===== config.mk =====
export PLATFORM = sky130hd
export DESIGN_NAME = dm_arbiter
export DESIGN_NICKNAME = d
export VERILOG_FILES = /design/src/rtl/dm_arbiter.sv
export SDC_FILE = /design/constraint.sdc
export NUM_CORES = 1
export LEC_CHECK = 0
export BUFFER_PORTS_ARGS = -buffer_cell sky130_fd_sc_hd__clkbuf_2
export CAP_MARGIN = 10
export CORE_MARGIN = 5
export CORE_UTILIZATION = 33
export CTS_BUF_LIST = sky130_fd_sc_hd__clkbuf_4 sky130_fd_sc_hd__clkbuf_8
export DETAILED_ROUTE_END_ITERATION = 10
export GPL_TIMING_DRIVEN = 1
export PLACE_DENSITY = 0.74
export SETUP_SLACK_MARGIN = 0.3
export SYNTH_ARGS = -nofsm -noshare
export SYNTH_HDL_FRONTEND = slang
export SYNTH_SLANG_ARGS = --single-unit

===== constraint.sdc =====
create_clock -name clk -period 1.4 [get_ports clk]
set_input_delay 0 -clock clk [delete_from_list [all_inputs] [get_ports clk]]
set_output_delay 0 -clock clk [all_outputs]
set_load 0.03 [all_outputs]

===== src/rtl/dm_arbiter.sv =====
// Data-memory arbiter: CPU MEM stage has priority, host port is force-granted after STARVE_MAX denials.
// Define ARB_STATS_EN to enable the stat_host_gnt / stat_force saturating counters.
module dm_arbiter #(
    parameter int AW         = 7,
    parameter int DW         = 32,
    parameter int STARVE_MAX = 4
) (
    input  logic          clk,
    input  logic          rst,
    input  logic          cpu_rd,
    input  logic          cpu_wr,
    input  logic [AW-1:0] cpu_addr,
    input  logic [DW-1:0] cpu_wdata,
    output logic [DW-1:0] cpu_rdata,
    output logic          cpu_stall,
    input  logic          host_req,
    input  logic          host_we,
    input  logic [AW-1:0] host_addr,
    input  logic [DW-1:0] host_wdata,
    output logic          host_gnt,
    output logic [DW-1:0] host_rdata,
    output logic          host_rvalid,
    output logic          mem_rd,
    output logic          mem_wr,
    output logic [AW-1:0] mem_addr,
    output logic [DW-1:0] mem_wdata,
    input  logic [DW-1:0] mem_rdata,
    output logic [15:0]   stat_host_gnt,
    output logic [15:0]   stat_force
);

    typedef enum logic {
        NORM  = 1'b0,
        FORCE = 1'b1
    } state_t;

    localparam logic [3:0] CNT_LAST = 4'(STARVE_MAX - 1);

    state_t        state_q;
    logic [3:0]    starve_cnt_q;
    logic          host_rvalid_q;
    logic [DW-1:0] host_rdata_q;
    logic          cpu_acc;
    logic          host_rd_gnt;

    assign cpu_acc     = cpu_rd | cpu_wr;
    assign host_rd_gnt = host_gnt & ~host_we;

    // Memory port mux; a simultaneous CPU read+write is treated as a write.
    always_comb begin
        cpu_stall = 1'b0;
        host_gnt  = 1'b0;
        mem_rd    = 1'b0;
        mem_wr    = 1'b0;
        mem_addr  = '0;
        mem_wdata = '0;
        if (state_q == FORCE) begin
            cpu_stall = 1'b1;
            host_gnt  = host_req;
            mem_rd    = host_req & ~host_we;
            mem_wr    = host_req & host_we;
            mem_addr  = host_addr;
            mem_wdata = host_wdata;
        end else if (cpu_acc) begin
            mem_rd    = cpu_rd & ~cpu_wr;
            mem_wr    = cpu_wr;
            mem_addr  = cpu_addr;
            mem_wdata = cpu_wdata;
        end else if (host_req) begin
            host_gnt  = 1'b1;
            mem_rd    = ~host_we;
            mem_wr    = host_we;
            mem_addr  = host_addr;
            mem_wdata = host_wdata;
        end
    end

    always_ff @(posedge clk) begin
        if (rst) begin
            state_q       <= NORM;
            starve_cnt_q  <= 4'd0;
            host_rvalid_q <= 1'b0;
            host_rdata_q  <= '0;
        end else begin
            host_rvalid_q <= host_rd_gnt;
            if (host_rd_gnt) begin
                host_rdata_q <= mem_rdata;
            end
            case (state_q)
                NORM: begin
                    // Only a denied host request advances the starvation count.
                    if (cpu_acc && host_req) begin
                        if (starve_cnt_q == CNT_LAST) begin
                            state_q      <= FORCE;
                            starve_cnt_q <= 4'd0;
                        end else begin
                            starve_cnt_q <= starve_cnt_q + 4'd1;
                        end
                    end else begin
                        starve_cnt_q <= 4'd0;
                    end
                end
                default: begin
                    state_q      <= NORM;
                    starve_cnt_q <= 4'd0;
                end
            endcase
        end
    end

    assign cpu_rdata   = mem_rdata;
    assign host_rdata  = host_rdata_q;
    assign host_rvalid = host_rvalid_q;

`ifdef ARB_STATS_EN
    logic [15:0] stat_gnt_q;
    logic [15:0] stat_force_q;

    always_ff @(posedge clk) begin
        if (rst) begin
            stat_gnt_q   <= 16'h0;
            stat_force_q <= 16'h0;
        end else begin
            if (host_gnt && (stat_gnt_q != 16'hFFFF)) begin
                stat_gnt_q <= stat_gnt_q + 16'd1;
            end
            if ((state_q == FORCE) && (stat_force_q != 16'hFFFF)) begin
                stat_force_q <= stat_force_q + 16'd1;
            end
        end
    end

    assign stat_host_gnt = stat_gnt_q;
    assign stat_force    = stat_force_q;
`else
    assign stat_host_gnt = 16'h0;
    assign stat_force    = 16'h0;
`endif

endmodule


==> flow_results.org, run 1 <==
** Critical path
- Crit path capture type :: output pin
- Element type at the critical path start :: flip-flop
- By startpoint and endpoint, the worst setup path is classified as flip-flop to output pin.
- Largest driver fanout on the critical path :: 10
- Data arrival time of the critical path :: 1.49 ns
- STA puts the critical path data required time at 1.40 ns.

** GRT
- The first global-routing pass estimated 14.8 mm of wire.
- Maximum number of pins on one net before global-route repair :: 40
- Number of global-route vias before repair :: 2,905
- Total routing usage reported by global routing :: 19.0%
- Grt total ovfl :: 0
- The initial antenna violation count came to 0.

** STA
- Hold is met by 0.00882 ns.
- The final critical path takes up 106% of the cycle.
- The clock arrives with 0.00288 ns of skew.
- The number of pins exceeding their max-slew limit in the final report was 0.
- Once routing completed, OpenROAD measured the worst setup slack at -0.0879 ns.
- Crit path time final :: 1.49 ns
- Final-report hold violation count :: 0
- Setup repair after global routing could not meet its margin everywhere.
- Setup violations remaining at the end of the flow were counted as 59.
- Fmax achieved :: 0.672 GHz

** Power
- Worst supply voltage drop on vdd :: 321 uV
- Reported leakage power :: 2.46 nW
- Total power density per cell area :: 739 nW/um2

** CTS
- TritonCTS built the clock tree.
- The clock drives 38 sinks.
- Clk_lat worst skew :: 0.28 ns
- The clock tree synthesis step divided the H-tree into 2 levels.
- Counting the buffers created by CTS gives 5.
- Clock transition at path regs :: 0.08 ns
- Clock Root Buffer :: sky130_fd_sc_hd__clkbuf_8
- The clock passes through at most 2 buffers.

** Final layout
- The repair_antennas step left the layout with diodes totalling 0.
- Final Net Count :: 629
- Once layout is done, the placed cells without fillers occupy 4930 um2.
- Of the cells placed in the final design, the portion with a size suffix greater than 1 is 59.6%.
- Layout-stage area growth over the synthesis result :: 88.1%
- The finished layout holds 615 standard cells, fillers aside.

** Floorplan
- 256 I/O pins were placed.
- Row generation in the floorplan step produced 32 rows.
- From left edge to right edge, the die measures 99.2 um.
- For this configuration, the core starts out at a cell density of 34.0%.
- Placeable core region :: 7730 um2
- Measured along the y axis, the die boundary spans 99.2 um.
- The die covers 9830 um2.

** Logic synthesis
- Yosys warns :: 0
- Of the synthesized area, sequential elements account for 29.0%.
- Biggest area contributors in the synthesized netlist :: sky130_fd_sc_hd__dfxtp_1 29%, sky130_fd_sc_hd__buf_4 18%, sky130_fd_sc_hd__nand2b_1 15%, sky130_fd_sc_hd__a22o_1 13%, sky130_fd_sc_hd__mux2i_1 12%
- Post-synthesis instance total :: 281
- Yosys instantiated no cell more often than sky130_fd_sc_hd__nand2b_1.
- Async set-reset flop share out of synthesis :: 0%
- Post-synth cell types :: 27
- The most used flip-flop cell after synthesis is sky130_fd_sc_hd__dfxtp_1.
- Total standard cell area after synthesis :: 2620 um2
- Synth Register Bits :: 38
- In this run the mean area of a mapped cell was 9.34 um2.
- In this run the biggest area consumer among cell types represents 29.0% of the synthesized area.
- Yosys mapped a number of flops with a built-in enable equal to 0.
- Counting instances in the post-synthesis netlist gives the leading cell types as 65 x sky130_fd_sc_hd__nand2b_1, 64 x sky130_fd_sc_hd__buf_4, 39 x sky130_fd_sc_hd__a22o_1.
- Cell type with the highest aggregate area in the netlist :: sky130_fd_sc_hd__dfxtp_1

** Run status
- Violated checks :: setup timing
- The run finished, with violations left.

** Detailed routing
- Using the TritonRoute via totals, the vias-per-cell ratio works out to 4.66.
- The routed layout has 2,863 vias.
- The first TritonRoute pass finished after 4 iterations.
- In this run, the number of DRC markers left after iteration 0 of detailed routing was 45.
- Drt wl/cell :: 18.3 um
- Once detail routing completed, the nets flagged for antenna violations numbered 0.
- For this block, the routed nets add up to 11.2 mm of wire.
- DRC errors left :: 0

** Min path
- In this run the worst hold path is classified as input port to flip-flop.

** Placed design
- Once placement completed, the tool counted placed cells totaling 559.
- Place WS :: 0.153 ns
- Placed wire-length estimate :: 6.82 mm
- Once placement finished, the instance area stood at 3590 um2.
- Final weighted congestion in routability-driven placement :: 0.767
- During placement, the flow inserted port buffers numbering 223.

** Flow run
- Max-cap violations in this run came to 0.
## routing by layer
metal	track usage, %	wire length, um
met5	0	0
met1	19.5	3840
met2	35.7	6220
met4	8.61	412
met3	4.84	771
## flip-flops by register name, summed over array words and instances (netlist names)
name	cells
state_q	1
starve_cnt_q	4
host_rdata	32
host_rvalid	1
## metrics by stage
step / power [mW] / setup TNS (ns) / util (%)
after detailed placement: 2.25 / 0 / 46.4
after floorplan: 2.02 / 0 / -
final: 3.65 / -3.35 / 63.9
after global routing: 3.79 / -6.22 / 63.9
after CTS: 3.48 / -2.24 / 58.5
after global placement: 2.23 / 0 / 46.4
## critical path, cell delays in order (launching register included)
cell and delay [ns]:
sky130_fd_sc_hd__dfxtp_4 0.36, sky130_fd_sc_hd__a21o_4 0.24, sky130_fd_sc_hd__clkbuf_16 0.19, sky130_fd_sc_hd__a22o_4 0.27
sky130_fd_sc_hd__buf_8 0.14
## cells in the final DEF (no fill, tap or decap), drive strengths merged, types with 4 or more instances in the layout
master / Yosys / routed
clkbuf: 9 / 192
nand2b: 65 / 65
buf: 74 / 61
a22o: 39 / 39
dfxtp: 38 / 38
mux2i: 32 / 32
conb: 1 / 32
dlygate4sd3: 0 / 30
nor2: 4 / 4
## kinds of logic after synthesis
family,synth area share (%)
buf+inv,23.8
simple gates,19.4
compound gates,14.2
flops,29.0
mux,12.6
fa+ha+maj,0.477
other cells,0.143
xor+xnor,0.334
## repair_timing
item                                    in CTS  in global routing
hold buffers                                30                  0
cloned                                       4                  6
endpoints found under the setup margin      77                 79
pin swaps                                    3                  1
resized for setup                           89                 76
buffers inserted                             6                  2
hold endpoints to repair                    30                  0
## where the power goes
group          internal [mW]  leakage [nW]  switching (mW)
clock                  0.572        0.0593           0.384
sequential              1.10         0.308          0.0134
combinational          0.738          2.09           0.839
## area by class of cell
| class | count | area (um2) |
|---|---|---|
| fill | 584 | 2790 |
| sequential | 38 | 764 |
| timing repair buffer | 276 | 2220 |
| inverter | 1 | 3.75 |
| tap | 102 | 128 |
| clock buffer | 7 | 83.8 |
| clock inverter | 1 | 30.0 |
| multi-input combinational | 190 | 1700 |
## path summary, 6_finish.rpt
path / from / end / slack [ns] / depth (start not counted)
worst max register to register: state_q / host_rdata[31] / -0.06 / 7
worst min register to register: host_rdata[19] / host_rdata[19] / 0.47 / 2
worst min-delay path: mem_rdata[30] / host_rdata[30] / 0.009 / 3
worst max-delay path: state_q / mem_wdata[14] / -0.09 / 4
Note: power is estimated with default switching activity, not from simulation.
==> run 2, diff against run 1 <==
--- a/config.mk
+++ b/config.mk
@@ -5,8 +5,10 @@
 export SDC_FILE = /design/constraint.sdc
 export NUM_CORES = 1
 export LEC_CHECK = 0
+export ABC_AREA = 0
 export BUFFER_PORTS_ARGS = -buffer_cell sky130_fd_sc_hd__clkbuf_2
 export CAP_MARGIN = 10
+export CORE_ASPECT_RATIO = 0.6
 export CORE_MARGIN = 5
 export CORE_UTILIZATION = 33
 export CTS_BUF_LIST = sky130_fd_sc_hd__clkbuf_4 sky130_fd_sc_hd__clkbuf_8
==> flow_results.org, run 2 (synthesized netlist as in run 1, its figures left out) <==
** GRT
- Number of global-route vias before repair :: 2,883 (was 2,905)
- Number of antenna violations at the first check in global routing :: 0 (unchanged)
- Total routing usage reported by global routing :: 20.0% (was 19.0%)
- The overall overflow remaining after global route was 0 (unchanged).
- Wire length of the first global-routing pass :: 15.8 mm (was 14.8 mm)
- Maximum number of pins on one net before global-route repair :: 29 (was 40)

** STA
- Count of final setup violators :: 39 (was 59)
- The clock skew is 0.00866 ns (was 0.00288 ns).
- The post-route setup TNS was -1.21 ns (was -3.35 ns).
- Final-report hold violation count :: 0 (unchanged)
- Period utilisation layout :: 105% (was 106%)
- The time the worst path needs with I/O delays and setup came to 1.46 ns (was 1.49 ns).
- Pins over their slew limit :: 0 (unchanged)
- Post-route setup slack :: -0.0632 ns (was -0.0879 ns)
- The upper clock frequency limit is 0.683 GHz (was 0.672 GHz).
- RSZ-0062 raised after global routing: true (unchanged).

** Final layout
- Fill count :: 623 (was 584)
- Flip-flop count of the largest register, all copies and words added :: 32 (unchanged)
- Area taken by multi-input logic gates :: 1590 um2 (was 1700 um2)
- Final Net Count :: 627 (was 629)
- Diode count :: 0 (unchanged)
- The leading cell type in the layout, fill and taps excluded was sky130_fd_sc_hd__clkbuf_2 (unchanged).
- The final design instance area without fill was 4760 um2 (was 4930 um2).
- Commonest cells after routing, fill and taps aside: 180 x sky130_fd_sc_hd__clkbuf_2, 64 x sky130_fd_sc_hd__nand2b_1, 37 x sky130_fd_sc_hd__dfxtp_1, 33 x sky130_fd_sc_hd__buf_8 (was 181 x sky130_fd_sc_hd__clkbuf_2, 64 x sky130_fd_sc_hd__nand2b_1, 40 x sky130_fd_sc_hd__buf_8, 37 x sky130_fd_sc_hd__dfxtp_1, 33 x sky130_fd_sc_hd__a22o_4).
- The area taken by flip-flops and latches came to 764 um2 (unchanged).
- The count of non-filler cells in the finished layout came to 619 (was 615).
- Fraction of final layout cells with drive strength greater than 1 :: 59.3% (was 59.6%)
- The signed area change from the synthesized netlist to the final layout was 81.6% (was 88.1%).

** Critical path
- Cell family with most CP delay :: compound AO/OA/AOI/OAI gates (unchanged)
- The delay of the slowest critical-path stage came to 0.35 ns (was 0.36 ns).
- Worst-path cell with the longest stage delay :: sky130_fd_sc_hd__dfxtp_4 (unchanged)
- The highest net fanout along the worst path is 20 (was 10).
- Worst Path Buf+Inv :: 2 (unchanged)
- The endpoint class of the critical path was an output pin (unchanged).
- Setup CP Type :: flip-flop to output pin (unchanged)
- Required time reported for the critical path endpoint :: 1.40 ns (about the same)
- Worst reg2reg setup slack :: 0.04 ns (was -0.06 ns)
- Series of cell instances along the critical path: a21o_4, buf_12, a22o_2, clkbuf_8 (was a21o_4, clkbuf_16, a22o_4, buf_8).
- The type of origin of the critical path is a flip-flop (unchanged).
- Data arrival time of the critical path :: 1.46 ns (was 1.49 ns)

** Detailed routing
- The average vias per placed instance is 4.44 (was 4.66).
- The routed via count was 2,750 (was 2,863).
- Total wire length :: 10.3 mm (was 11.2 mm)
- The length of routed met2 wiring came to 5.28 mm (was 6.22 mm).
- DRC errors left :: 0 (unchanged)
- The detailed router's first-iteration violation count came to 109 (was 45).
- Met1 wire length :: 4.15 mm (was 3.84 mm)
- Highest metal used :: met4 (unchanged)
- The final antenna-violating net count came to 0 (unchanged).
- The detailed-routed wire length on met3 is 779 um (was 771 um).
- Drt wl/cell :: 16.7 um (was 18.3 um)
- The first-pass iteration count of the detailed router came to 4 (unchanged).

** CTS
- Clock transition at path regs :: 0.08 ns (about the same)
- Maximum buffer depth of the clock tree :: 2 (unchanged)
- Number of H-tree levels :: 2 (unchanged)
- TritonCTS clock tree :: yes (unchanged)
- Clk_lat worst skew :: 0.30 ns (was 0.28 ns)
- The buffer type at the clock tree root is sky130_fd_sc_hd__clkbuf_8 (unchanged).
- Clock buffer count from CTS :: 5 (unchanged)
- The number of clock sinks is 38 (unchanged).

** Flow run
- Max-cap check violation count :: 0 (unchanged)

** Floorplan
- The die footprint came to 9890 um2 (was 9830 um2).
- Placeable core region :: 7820 um2 (was 7730 um2)
- The x dimension of the die is 125 um (was 99.2 um).
- The number of rows created at floorplan is 25 (was 32).
- The number of ports placed on the die boundary came to 256 (unchanged).
- The initial core utilization is 33.6% (was 34.0%).
- Vert. Die Dim :: 79.1 um (was 99.2 um)

** Placed design
- Placed wire-length estimate :: 6.85 mm (was 6.82 mm)
- The cell total after placement is 567 (was 559).
- The quantity of I/O buffers inserted on ports is 223 (unchanged).
- The area after detailed placement was 3620 um2 (was 3590 um2).
- Final weighted congestion in routability-driven placement :: 0.817 (was 0.767)

** Power
- Total power :: 3.42 mW (was 3.65 mW)
- The leakage power came to 2.38 nW (was 2.46 nW).
- Total power density per cell area :: 718 nW/um2 (was 739 nW/um2)
- The maximum vdd ir drop is 445 uV (was 321 uV).

** Run status
- Violated checks: setup timing (unchanged).
- Result of the run: finished with violations (unchanged).

** Min path
- The class of the tightest hold or removal check is input port to flip-flop (unchanged).
[run 2: worst paths after layout]
path / from / endpoint / cells past startpoint
max: state_q / mem_wdata[25] / 4
min: host_we / host_rvalid / 3
max reg2reg: state_q / host_rdata[1] / 6
min reg2reg: host_rdata[18] / host_rdata[18] / 2
[run 2: per-stage QoR]
| stage | setup WS [ns] | hold WS [ns] | util [%] |
|---|---|---|---|
| 6_report | -0.0632 | 0.0602 | 60.9 |
| 5_1_grt | -0.114 | 0.0805 | 60.9 |
| 4_1_cts | -0.0613 | 0.0373 | 59.2 |
| 3_5_place_dp | 0.147 | 0.261 | 46.3 |
| 3_3_place_gp | 0.213 | 0.258 | 46.3 |
| 2_1_floorplan | 0.175 | 0.132 | - |
[run 2: per-layer routing]
metal / global-route usage, % / vias up
met3: 6.65 / 15
met2: 33.9 / 114
li1: - / 1327
met1: 24.9 / 1294
met4: 4.33 / 0
met5: 0 / -
[run 2: power by group]
part	total, mW	switching [mW]	internal [mW]
Combinational	1.49	0.804	0.685
Sequential	1.11	0.0127	1.10
Clock	0.819	0.421	0.398
[run 2: tightest hold or removal path, stage by stage]
cell and delay [ns]:
sky130_fd_sc_hd__clkbuf_2 0.10, sky130_fd_sc_hd__or2b_4 0.16, sky130_fd_sc_hd__nor3_1 0.05
[run 2: area by class of cell]
| class | instances | share of cell area (%) |
|---|---|---|
| clock buffers | 6 | 1.73 |
| clock inverters | 2 | 0.236 |
| inverters | 1 | 0.0788 |
| multi-input cells | 190 | 33.3 |
| flip-flops and latches | 38 | 16.0 |
| well taps | 108 | 2.84 |
| repair buffers | 274 | 45.7 |
[run 2: timing repair]
action                                  CTS  global route
endpoints found under the setup margin   79            79
hold buffers                             32             0
gates resized for setup                 100            48
setup buffers                             4             3
gates cloned                              5             0
endpoints found under the hold margin    32             0
pin swaps                                 5             1
